$ cat config.mk
export PLATFORM = sky130hd
export DESIGN_NAME = result_collector
export DESIGN_NICKNAME = d
export VERILOG_FILES = /design/src/rtl/priority_calc_pkg.sv /design/src/rtl/result_collector_fifo.sv /design/src/rtl/result_collector.sv
export SDC_FILE = /design/constraint.sdc
export NUM_CORES = 1
export LEC_CHECK = 0
export ABC_AREA = 1
export CORE_MARGIN = 2
export CORE_UTILIZATION = 35
export CTS_BUF_LIST = sky130_fd_sc_hd__clkbuf_4 sky130_fd_sc_hd__clkbuf_8 sky130_fd_sc_hd__clkbuf_16
export CTS_CLUSTER_DIAMETER = 40
export DETAILED_ROUTE_END_ITERATION = 6
export GPL_ROUTABILITY_DRIVEN = 0
export REMOVE_ABC_BUFFERS = 1
export SYNTH_ARGS = -nofsm -noshare
export SYNTH_HDL_FRONTEND = slang
export SYNTH_HIERARCHICAL = 1
export SYNTH_SLANG_ARGS = --single-unit
$ cat constraint.sdc
create_clock -name clk -period 6.3 [get_ports clk]
set_input_delay 1.26 -clock clk [delete_from_list [all_inputs] [get_ports clk]]
set_output_delay 1.26 -clock clk [all_outputs]
set_load 0.01 [all_outputs]
$ cat src/rtl/priority_calc_pkg.sv
// priority_calc_pkg: unit codes, unit index type and one-hot decode shared by the arbiter and the result collector
package priority_calc_pkg;
  localparam logic [2:0] UNIT_A = 3'b001;
  localparam logic [2:0] UNIT_B = 3'b010;
  localparam logic [2:0] UNIT_C = 3'b100;
  typedef logic [1:0] unit_idx_t;
  function automatic logic [2:0] onehot_to_idx(input logic [2:0] u);
    return u == UNIT_A ? {1'b1, 2'd0} :
           u == UNIT_B ? {1'b1, 2'd1} :
           u == UNIT_C ? {1'b1, 2'd2} : 3'b000;
  endfunction
endpackage

$ cat src/rtl/result_collector_fifo.sv
// result_fifo: show-ahead FIFO with wrap-bit pointers and a registered occupancy count
module result_fifo #(
  parameter int W = 66,
  parameter int DEPTH = 4
) (
  input  logic                     clk,
  input  logic                     rst_n,
  input  logic                     push,
  input  logic                     pop,
  input  logic [W-1:0]             wdata,
  output logic [W-1:0]             rdata,
  output logic                     full,
  output logic                     empty,
  output logic [$clog2(DEPTH):0]   level
);
  localparam int AW = $clog2(DEPTH);
  logic [W-1:0] mem [DEPTH];
  logic [AW:0] wr_ptr, rd_ptr;
  assign full = (wr_ptr[AW] != rd_ptr[AW]) && (wr_ptr[AW-1:0] == rd_ptr[AW-1:0]);
  assign empty = wr_ptr == rd_ptr;
  assign rdata = mem[rd_ptr[AW-1:0]];
  always_ff @(posedge clk)
    if (push) mem[wr_ptr[AW-1:0]] <= wdata;
  always_ff @(posedge clk or negedge rst_n)
    if (!rst_n) begin
      wr_ptr <= '0;
      rd_ptr <= '0;
      level <= '0;
    end else begin
      wr_ptr <= wr_ptr + (AW+1)'(push);
      rd_ptr <= rd_ptr + (AW+1)'(pop);
      level <= push && !pop ? level + 1'b1 : !push && pop ? level - 1'b1 : level;
    end
endmodule

$ cat src/rtl/result_collector.sv
// result_collector: buffers arbitrated results with unit tags, counts accepts per unit and flags illegal unit codes
module result_collector
  import priority_calc_pkg::*;
#(
  parameter int WIDTH = 64,
  parameter int DEPTH = 4,
  parameter int CNT_W = 16
) (
  input  logic                     clk,
  input  logic                     rst_n,
  input  logic [WIDTH-1:0]         in_data,
  input  logic                     in_valid,
  input  logic [2:0]               in_unit,
  output logic                     in_ack,
  output logic [WIDTH-1:0]         out_data,
  output unit_idx_t                out_unit,
  output logic                     out_valid,
  input  logic                     out_ready,
  output logic [$clog2(DEPTH):0]   level,
  output logic [CNT_W-1:0]         cnt_a,
  output logic [CNT_W-1:0]         cnt_b,
  output logic [CNT_W-1:0]         cnt_c,
  input  logic                     cnt_clr,
  output logic                     err_unit,
  input  logic                     err_clr
);
  logic [2:0] dec;
  logic accept, push, pop, full, empty;
  logic [WIDTH+1:0] rdata;
  assign dec = onehot_to_idx(in_unit);
  assign in_ack = !full;
  assign accept = in_valid && in_ack;
  assign push = accept && dec[2];
  assign pop = out_valid && out_ready;
  assign out_valid = !empty;
  assign {out_unit, out_data} = rdata;
  result_fifo #(.W(WIDTH + 2), .DEPTH(DEPTH)) u_fifo (
    .clk(clk),
    .rst_n(rst_n),
    .push(push),
    .pop(pop),
    .wdata({dec[1:0], in_data}),
    .rdata(rdata),
    .full(full),
    .empty(empty),
    .level(level)
  );
  function automatic logic [CNT_W-1:0] cnt_nxt(input logic [CNT_W-1:0] c, input logic inc, input logic clr);
    return clr ? CNT_W'(inc) : c + CNT_W'(inc && !(&c));
  endfunction
  always_ff @(posedge clk or negedge rst_n)
    if (!rst_n) begin
      cnt_a <= '0;
      cnt_b <= '0;
      cnt_c <= '0;
      err_unit <= 1'b0;
    end else begin
      cnt_a <= cnt_nxt(cnt_a, push && dec[1:0] == 2'd0, cnt_clr);
      cnt_b <= cnt_nxt(cnt_b, push && dec[1:0] == 2'd1, cnt_clr);
      cnt_c <= cnt_nxt(cnt_c, push && dec[1:0] == 2'd2, cnt_clr);
      err_unit <= (accept && !dec[2]) || (err_unit && !err_clr);
    end
endmodule

# --- Word level (Yosys, flattened, before mapping) ---
# Memories as Yosys holds them, arrays and structs flattened.
# Cells that the tools add are included.
totals:
  ram_bits: 264
  in_bits: 73
  ff_bits: 58
  mem_count: 1
  out_inout_bits: 120
mem_list:
  columns: ["name", "depth", "word_bits", "read_ports", "rd_clocked_by_memory_dff", "wr", "line_no", "text"]
  rows:
  - ["u_fifo.mem", 4, 66, 1, 0, 1, "result_collector_fifo.sv:17", "logic [W-1:0] mem [DEPTH];"]
classes:
  n_eq_ne: 8
  add_sub_neg: 7
  mux: 10
  n_reduce_logical: 29
op_table:
  columns: ["op", "count"]
  rows:
  - ["$add A16 B1 Y16", 3]
  - ["$mux W16", 3]
  - ["$reduce_and A16 Y1", 3]
  - ["$mux W3", 5]
  - ["$logic_and A1 B1 Y1", 14]
  - ["$logic_not A1 Y1", 9]
  - ["$add A3 B1 Y3", 2]
  - ["$add A3 B1 Y3 const B", 1]
  - ["$eq A3 B1 Y1 const B", 1]
  - ["$eq A3 B2 Y1 const B", 1]
  - ["$eq A3 B3 Y1", 1]
  - ["$eq A3 B3 Y1 const B", 1]
  - ["$sub A3 B1 Y3 const B", 1]
  - ["$eq A2 B1 Y1 const B", 1]
  - ["$eq A2 B2 Y1", 1]
  - ["$eq A2 B2 Y1 const B", 1]
  - ["$logic_not A2 Y1", 1]
  - ["$mux W1", 2]
  - ["$reduce_bool A2 Y1", 1]
  - ["$logic_or A1 B1 Y1", 1]
  - ["$ne A1 B1 Y1", 1]

# --- Depth between registers and ports, before layout ---
logic_depth:
  depth_word: 9
  depth_mapped: 18

# --- Cells and area by module ---
# Netlist, hierarchy kept.
modules_own_cells:
  columns: ["mod", "seq_area_each_um2", "area_per_inst_um2", "cells_per_inst", "instances"]
  rows:
  - ["result_fifo", 8152.8, 11054.4, 820, 1]
  - ["result_collector", 1226.2, 2777.7, 382, 1]

# --- Worst setup path after synthesis ---
# Ideal clock, no wire load.
synth_path:
  path_type: "input to register"
  start: "input in_unit[0]"
  end: "memory u_fifo.mem[1][0], enable pin"
  stages: 7
  t_required_ns: 5.728
  setup_slack_ns: -0.736
  path_buffers: 0
  arrival_time_ns: 6.465
  path_cell_list: "nor3_1 > inv_1 > nand3_1 > nand2_1 > inv_1 > inv_1 > nor3_1"
synth_via:
  elab_chain_len: 7
  elab_cells_between_ends: 9
  cone_classes: "eq/ne: 3; mux: 5; reduce/logical: 1"
synth_lines:
  columns: ["item", "line_no", "text"]
  rows:
  - ["from (decl)", "result_collector.sv:13", "input logic [2:0] in_unit,"]
  - ["$eq A3 B3 Y1", "priority_calc_pkg.sv:10", "u == UNIT_C ? {1'b1, 2'd2} : 3'b000;"]
  - ["$mux W3", "priority_calc_pkg.sv:10", null]
  - ["$mux W3", "priority_calc_pkg.sv:9", "u == UNIT_B ? {1'b1, 2'd1} :"]
  - ["$mux W3 (*)", "priority_calc_pkg.sv:8", "return u == UNIT_A ? {1'b1, 2'd0} :"]
  - ["$logic_and A1 B1 Y1 (*)", "result_collector.sv:33", "assign push = accept && dec[2];"]
  - ["net push", "result_collector.sv:28", "logic accept, push, pop, full, empty;"]
  - ["$mux W1 (*)", "result_collector_fifo.sv:23", "if (push) mem[wr_ptr[AW-1:0]] <= wdata;"]
  - ["$mux W1 (not written as such) (*)", "result_collector_fifo.sv:23", null]
  - ["to (decl)", "result_collector_fifo.sv:17", null]
# The timed path passes the listed nets; every way through them passes the cells marked *.

# --- Worst setup path in the final report ---
layout_path:
  start: "register u_fifo.rd_ptr[0]"
  end: "output out_data[23]"
layout_via:
  elab_chain_len: 1
layout_lines:
  columns: ["item", "line_no", "text"]
  rows:
  - ["from (decl)", "result_collector_fifo.sv:18", "logic [AW:0] wr_ptr, rd_ptr;"]
  - ["from (signal assigned)", "result_collector_fifo.sv:31", "rd_ptr <= rd_ptr + (AW+1)'(pop);"]
  - ["$mem_v2 Z4 W66", null, null]
  - ["to (decl)", "result_collector.sv:15", "output logic [WIDTH-1:0] out_data,"]
# No other way between the ends.

==> metrics <==
Yosys Warn Count=6; Final period util=69.2%; post-CTS setup buffers=0; Post-Synthesis Cells=approximately 1.2k; H-tree levels=2; setup_tns=0 ps; Layout Cells excl Fill=roughly 2k; syn avg cell area=about 12 sq um; R2R Setup Slk=roughly 3000 ps; slowest CP cell=inv_6; Total GRT Usage=14.7%; placed cells=around 1.9k; P&R area growth vs syn=28.3%; CTS Buffer Depth=3; FP Rows=72; Tmin final=4360 ps; commonest non-fill, non-tap cell in the layout=nand2_1; critical path class=reg2out; Post-CTS Hold Fix Bufs=0; drt drc=0; Port Buffers=around 190; leakage=around 7 nW; maxcap violations=0; RSZ-0062 raised after global routing=no; Layout fillers=3486; vias in the first global route=around 8.9k; outcome=finished, final reports clean; CTS Buf Count=49; core box area=a little under 0.04 sq mm; die width=between 200 and 250 microns; layout cells sized above 1=8.49%; Yosys cell types=32; total gr overflow=0; clock latency on the worst-skew pair=~540 ps; Rel. slew slack=between 20% and 30%; largest net degree at the start of global routing=between 150 and 200; final WL=~30 mm; CP Launch Type=flip-flop; VDD IR max=approximately 0.00025 V; Clock transition at path regs=roughly 50 ps; critical-path maximum fanout=~170; register area share after synthesis=about two thirds; highest-count cells in the layout ignoring fill and taps=nand2_1, edfxtp_1, inv_1; Nets=around 1.5k; crit end category=primary output; initial antenna violation count=3; CP max stage delay=between 700 and 800 ps; clk root buf=clkbuf_16; crit-path cells=inv_6 -> buf_12 -> o211ai_1 -> nand2_1 -> clkdlybuf4s50_1; Setup Slack @ Placement=~2300 ps; Worst Tran Pin Value=approximately 1200 ps; worst hold path class=reg2reg; DR pass1 iterations=4; Avg WL per Cell=15.3 microns; IO Count=about 190; CTS sink count=approximately 320; TritonCTS clock tree=done; final hold vios=0; Setup Skew=roughly 9 ps; Initial Util=35.6%; Final WS setup=1940 ps; total power=roughly 7.4 mW; post_cts resized=0; Final ANT Viol Nets=0; Die Ht=between 200 and 250 microns; Cell Area, Synth=0.0138 sq mm; critical path arrival=3100 ps; Setup-failing EPs final=0; synthesized flop and latch total=around 320; DR iter-0 viols=just under 400; DP HPWL=18.0 mm; Pwr Density=between 400 and 500 mW/mm^2; max-slew violations=0; Max Clk Rate=between 0.2 and 0.25 GHz; Die ar.=a little over 0.04 sq mm; number of vias per cell=approximately 4.6; first-pass GRT wire length=around 47 mm; Crit path required time=5040 ps; Vias=roughly 9.0k
per-stage QoR:
| stage | instance area, sq um | utilization [%] | hold slack (ps) |
|---|---|---|---|
| 2_1_floorplan | 13400 | - | 459 |
| 3_3_place_gp | 16100 | 41.4 | 472 |
| 3_5_place_dp | 16100 | 41.4 | 477 |
| 4_1_cts | 17700 | 45.7 | 486 |
| 5_1_grt | 17700 | 45.7 | 524 |
| 6_report | 17700 | 45.7 | 486 |
power breakdown:
part / internal [mW] / switching, mW / total, mW
Clock: 1.70 / 0.992 / 2.69
Sequential: 2.50 / 0.0630 / 2.56
Combinational: 0.947 / 1.24 / 2.18
Total: 5.14 / 2.29 / 7.43
sequential cells by signal (all words and copies together), names as in the netlist:
signal and cells:
cnt_c 16, u_fifo/mem 264, u_fifo/rd_ptr 3, u_fifo/wr_ptr 3
cnt_a 16, cnt_b 16, err_unit 1, u_fifo/level 3
cells in the mapped netlist, drive strengths merged:
| cell type | instances | area share, % |
|---|---|---|
| a21oi | 17 | 0.62 |
| a31oi | 1 | 0.045 |
| buf | 46 | 3.2 |
| clkbuf | 3 | 0.15 |
| dfrtp | 58 | 10 |
| edfxtp | 264 | 57 |
| fa | 1 | 0.14 |
| ha | 11 | 1.0 |
| inv | 196 | 5.3 |
| nand2 | 308 | 8.5 |
| nand3 | 16 | 0.58 |
| nand3b | 1 | 0.054 |
| nand4 | 12 | 0.54 |
| nor2 | 87 | 2.7 |
| nor3 | 11 | 0.40 |
| o211ai | 132 | 7.2 |
| o21a | 1 | 0.054 |
| o21ai | 21 | 0.76 |
| o21bai | 4 | 0.24 |
| o22ai | 1 | 0.045 |
| xnor2 | 3 | 0.19 |
| xor2 | 8 | 0.51 |
worst paths after layout:
path	end	depth (start not counted)	startpoint
setup / recovery	out_data[23]	5	u_fifo/rd_ptr[0]
hold / removal	u_fifo/wr_ptr[2]	1	u_fifo/wr_ptr[2]
setup reg to reg	cnt_a[12]	14	u_fifo/rd_ptr[1]
hold reg to reg	u_fifo/wr_ptr[2]	1	u_fifo/wr_ptr[2]
max in group asynchronous	u_fifo/rd_ptr[1]	2	rst_n
min in group asynchronous	cnt_b[3]	2	rst_n
cells by family after synthesis:
group / after synthesis / share of synthesized area [%]
buffers and inverters: 245 / 8.63
DFF: 322 / 67.8
adders and majority gates: 12 / 1.14
and+or+nand+nor: 435 / 12.8
AOI/OAI and AO/OA: 177 / 8.93
xor gates and xnor gates: 11 / 0.697
per-layer routing:
layer	global-route usage (%)	vias up	routed length, microns
met4	3.75	4	471
li1	-	4485	-
met5	0	-	23
met2	23.4	230	13700
met3	3.96	43	1970
met1	19.9	4282	13900
worst max-delay path, delay by kind of cell (launching register included):
family	cells	cell delay (ps)
buf+inv	3	1750
flops	1	430
simple gates	1	190
compound gates	1	130
layout make-up:
cell class                      instances  area, sq um  area share [%]
Antenna cell                            1         2.50          0.0141
Clock buffer                           52         1280            7.23
Clock inverter                         39          394            2.22
Inverter                              196          741            4.17
Multi-Input combinational cell        635         3280            18.5
Sequential cell                       322         9380            52.9
Tap cell                              518          648            3.65
Timing Repair Buffer                  204         2020            11.4
Note: power is estimated with default switching activity, not from simulation.
==> RTL edit (same flow settings) <==
Set the parameter `WIDTH` to 32 (it was 64).
--- a/src/rtl/result_collector.sv
+++ b/src/rtl/result_collector.sv
@@ -4,3 +4,3 @@
 #(
-  parameter int WIDTH = 64,
+  parameter int WIDTH = 32,
   parameter int DEPTH = 4,
Ports: changed (resized in_data and out_data); port bits go from 193 to 129. The function was not compared with the original's and may differ.
==> RTL edit against the original RTL <==
- sequential cell count fell by 128
- setup slack gained 250 ps
- final area fell by 38%
- critical path type unchanged
- routed wire length fell by 38%
- via count fell by 34%
- highest routed layer is now met4
- synthesized area shrank 37%
- final cell count shrank 34%
- power down 48%
- largest cell class unchanged
- sequential power shrank 40%
- clock power down 58%
==> RTL edit: results <==
{
  "status": "finished clean",
  "n_antenna_cell": 0,
  "gr-usage-met3": 0.0424,
  "grt_max_degree": 79,
  "antenna_found_initial": 0,
  "combPwrFrac": 0.313,
  "portBuffers": 128,
  "synthTopCellsByArea": "edfxtp_1 47%, dfrtp_1 17%, nand2_1 8.8%",
  "clkLatencyLatePin_ps": 430,
  "fill_cells": 2261,
  "cts-root-buf": "clkbuf_16",
  "synth_edf_count": 136,
  "grtUsageMet2": 0.234,
  "grt_pass1_wl_um": 31200,
  "drive_above_1_share": 0.0809,
  "drt-pass1-iter-count": 4,
  "pwr-share-seq": 0.396,
  "min_path_type": "reg -> reg",
  "fin_skew_ps": 13.9,
  "relSlewSlack": 0.485,
  "irDropWorstVdd_mv": 0.212,
  "cts_setup_buffers": 0,
  "grt_overflow": 0,
  "synthArstFlopShare": 0.299,
  "ctsResizeCount": 0,
  "p_leak_nw": 4.41,
  "cts-buffers-inserted": 17,
  "path_max_fanout": 78,
  "p_per_area_nw_per_um2": 354,
  "crit_arrival_ps": 2850,
  "hpwlAfterDp_um": 12500,
  "synthFlopType": "edfxtp_1",
  "grt_use_met1": 0.212,
  "yosys_warnings": 6,
  "drt_iter0_drc": 364,
  "switching_share": 0.329,
  "synth.avg_cell_area_um2": 10.5,
  "ys_types": 32,
  "vias_per_cell": 4.61,
  "cts_buffer_depth": 2,
  "finalNonFillerCells": 1301,
  "wl_per_cell_um": 14.4,
  "clk_pin_slew_ps": 80,
  "layout.nets": 1017,
  "synth_commonest_cells": "205 x nand2_1, 136 x edfxtp_1, 131 x inv_1, 78 x nor2_1, 68 x o211ai_1",
  "ys_seq_area_frac": 0.631,
  "grt_pass1_vias": 5836,
  "largest_reg_flops": 136,
  "grt_util_all_layers": 0.152,
  "htreeDepth": 4
}
RTL edit: worst max-delay path: stages (launching register included):
cell	delay [ps]
dfrtp_1	430
inv_4	550
buf_4	590
o211ai_1	150
nand2_1	140
clkdlybuf4s50_1	540
RTL edit: cell type report:
class,count,area (um^2),share of cell area
inverters,139,526,0.0481
clock inverters,15,228,0.0208
flip-flops and latches,194,5540,0.507
well taps,324,405,0.0371
clock buffers,17,425,0.0389
repair buffers,135,1330,0.122
multi-input cells,477,2480,0.227
RTL edit: cells by family after synthesis:
| logic type | share of synthesized area |
|---|---|
| DFF | 0.631 |
| and+or+nand+nor | 0.166 |
| xor gates and xnor gates | 0.00999 |
| adders and majority gates | 0.0180 |
| buffers and inverters | 0.0885 |
| AOI/OAI and AO/OA | 0.0859 |
RTL edit: worst paths after layout:
kind	startpoint	slack, ps	endpoint	cells past startpoint
setup / recovery	u_fifo/rd_ptr[0]	2190	out_data[29]	5
hold / removal	u_fifo/wr_ptr[2]	490	u_fifo/wr_ptr[2]	1
setup reg to reg	u_fifo/rd_ptr[0]	3390	cnt_a[10]	18
hold reg to reg	u_fifo/wr_ptr[2]	490	u_fifo/wr_ptr[2]	1
max in group asynchronous	rst_n	4820	u_fifo/rd_ptr[0]	2
min in group asynchronous	rst_n	970	cnt_b[15]	2
RTL edit: metal layers:
metal	vias up	share of wire
li1	3029	-
met1	2815	0.48
met2	149	0.45
met3	10	0.063
met4	0	0.0093
met5	-	0
RTL edit: through the flow:
| step | setup slack, ps | instance area, um^2 |
|---|---|---|
| global placement | 2430 | 10300 |
| global route | 1890 | 10900 |
| CTS | 2150 | 10900 |
| floorplan | 1510 | 8520 |
| detailed placement | 2360 | 10300 |
| finish | 2190 | 10900 |
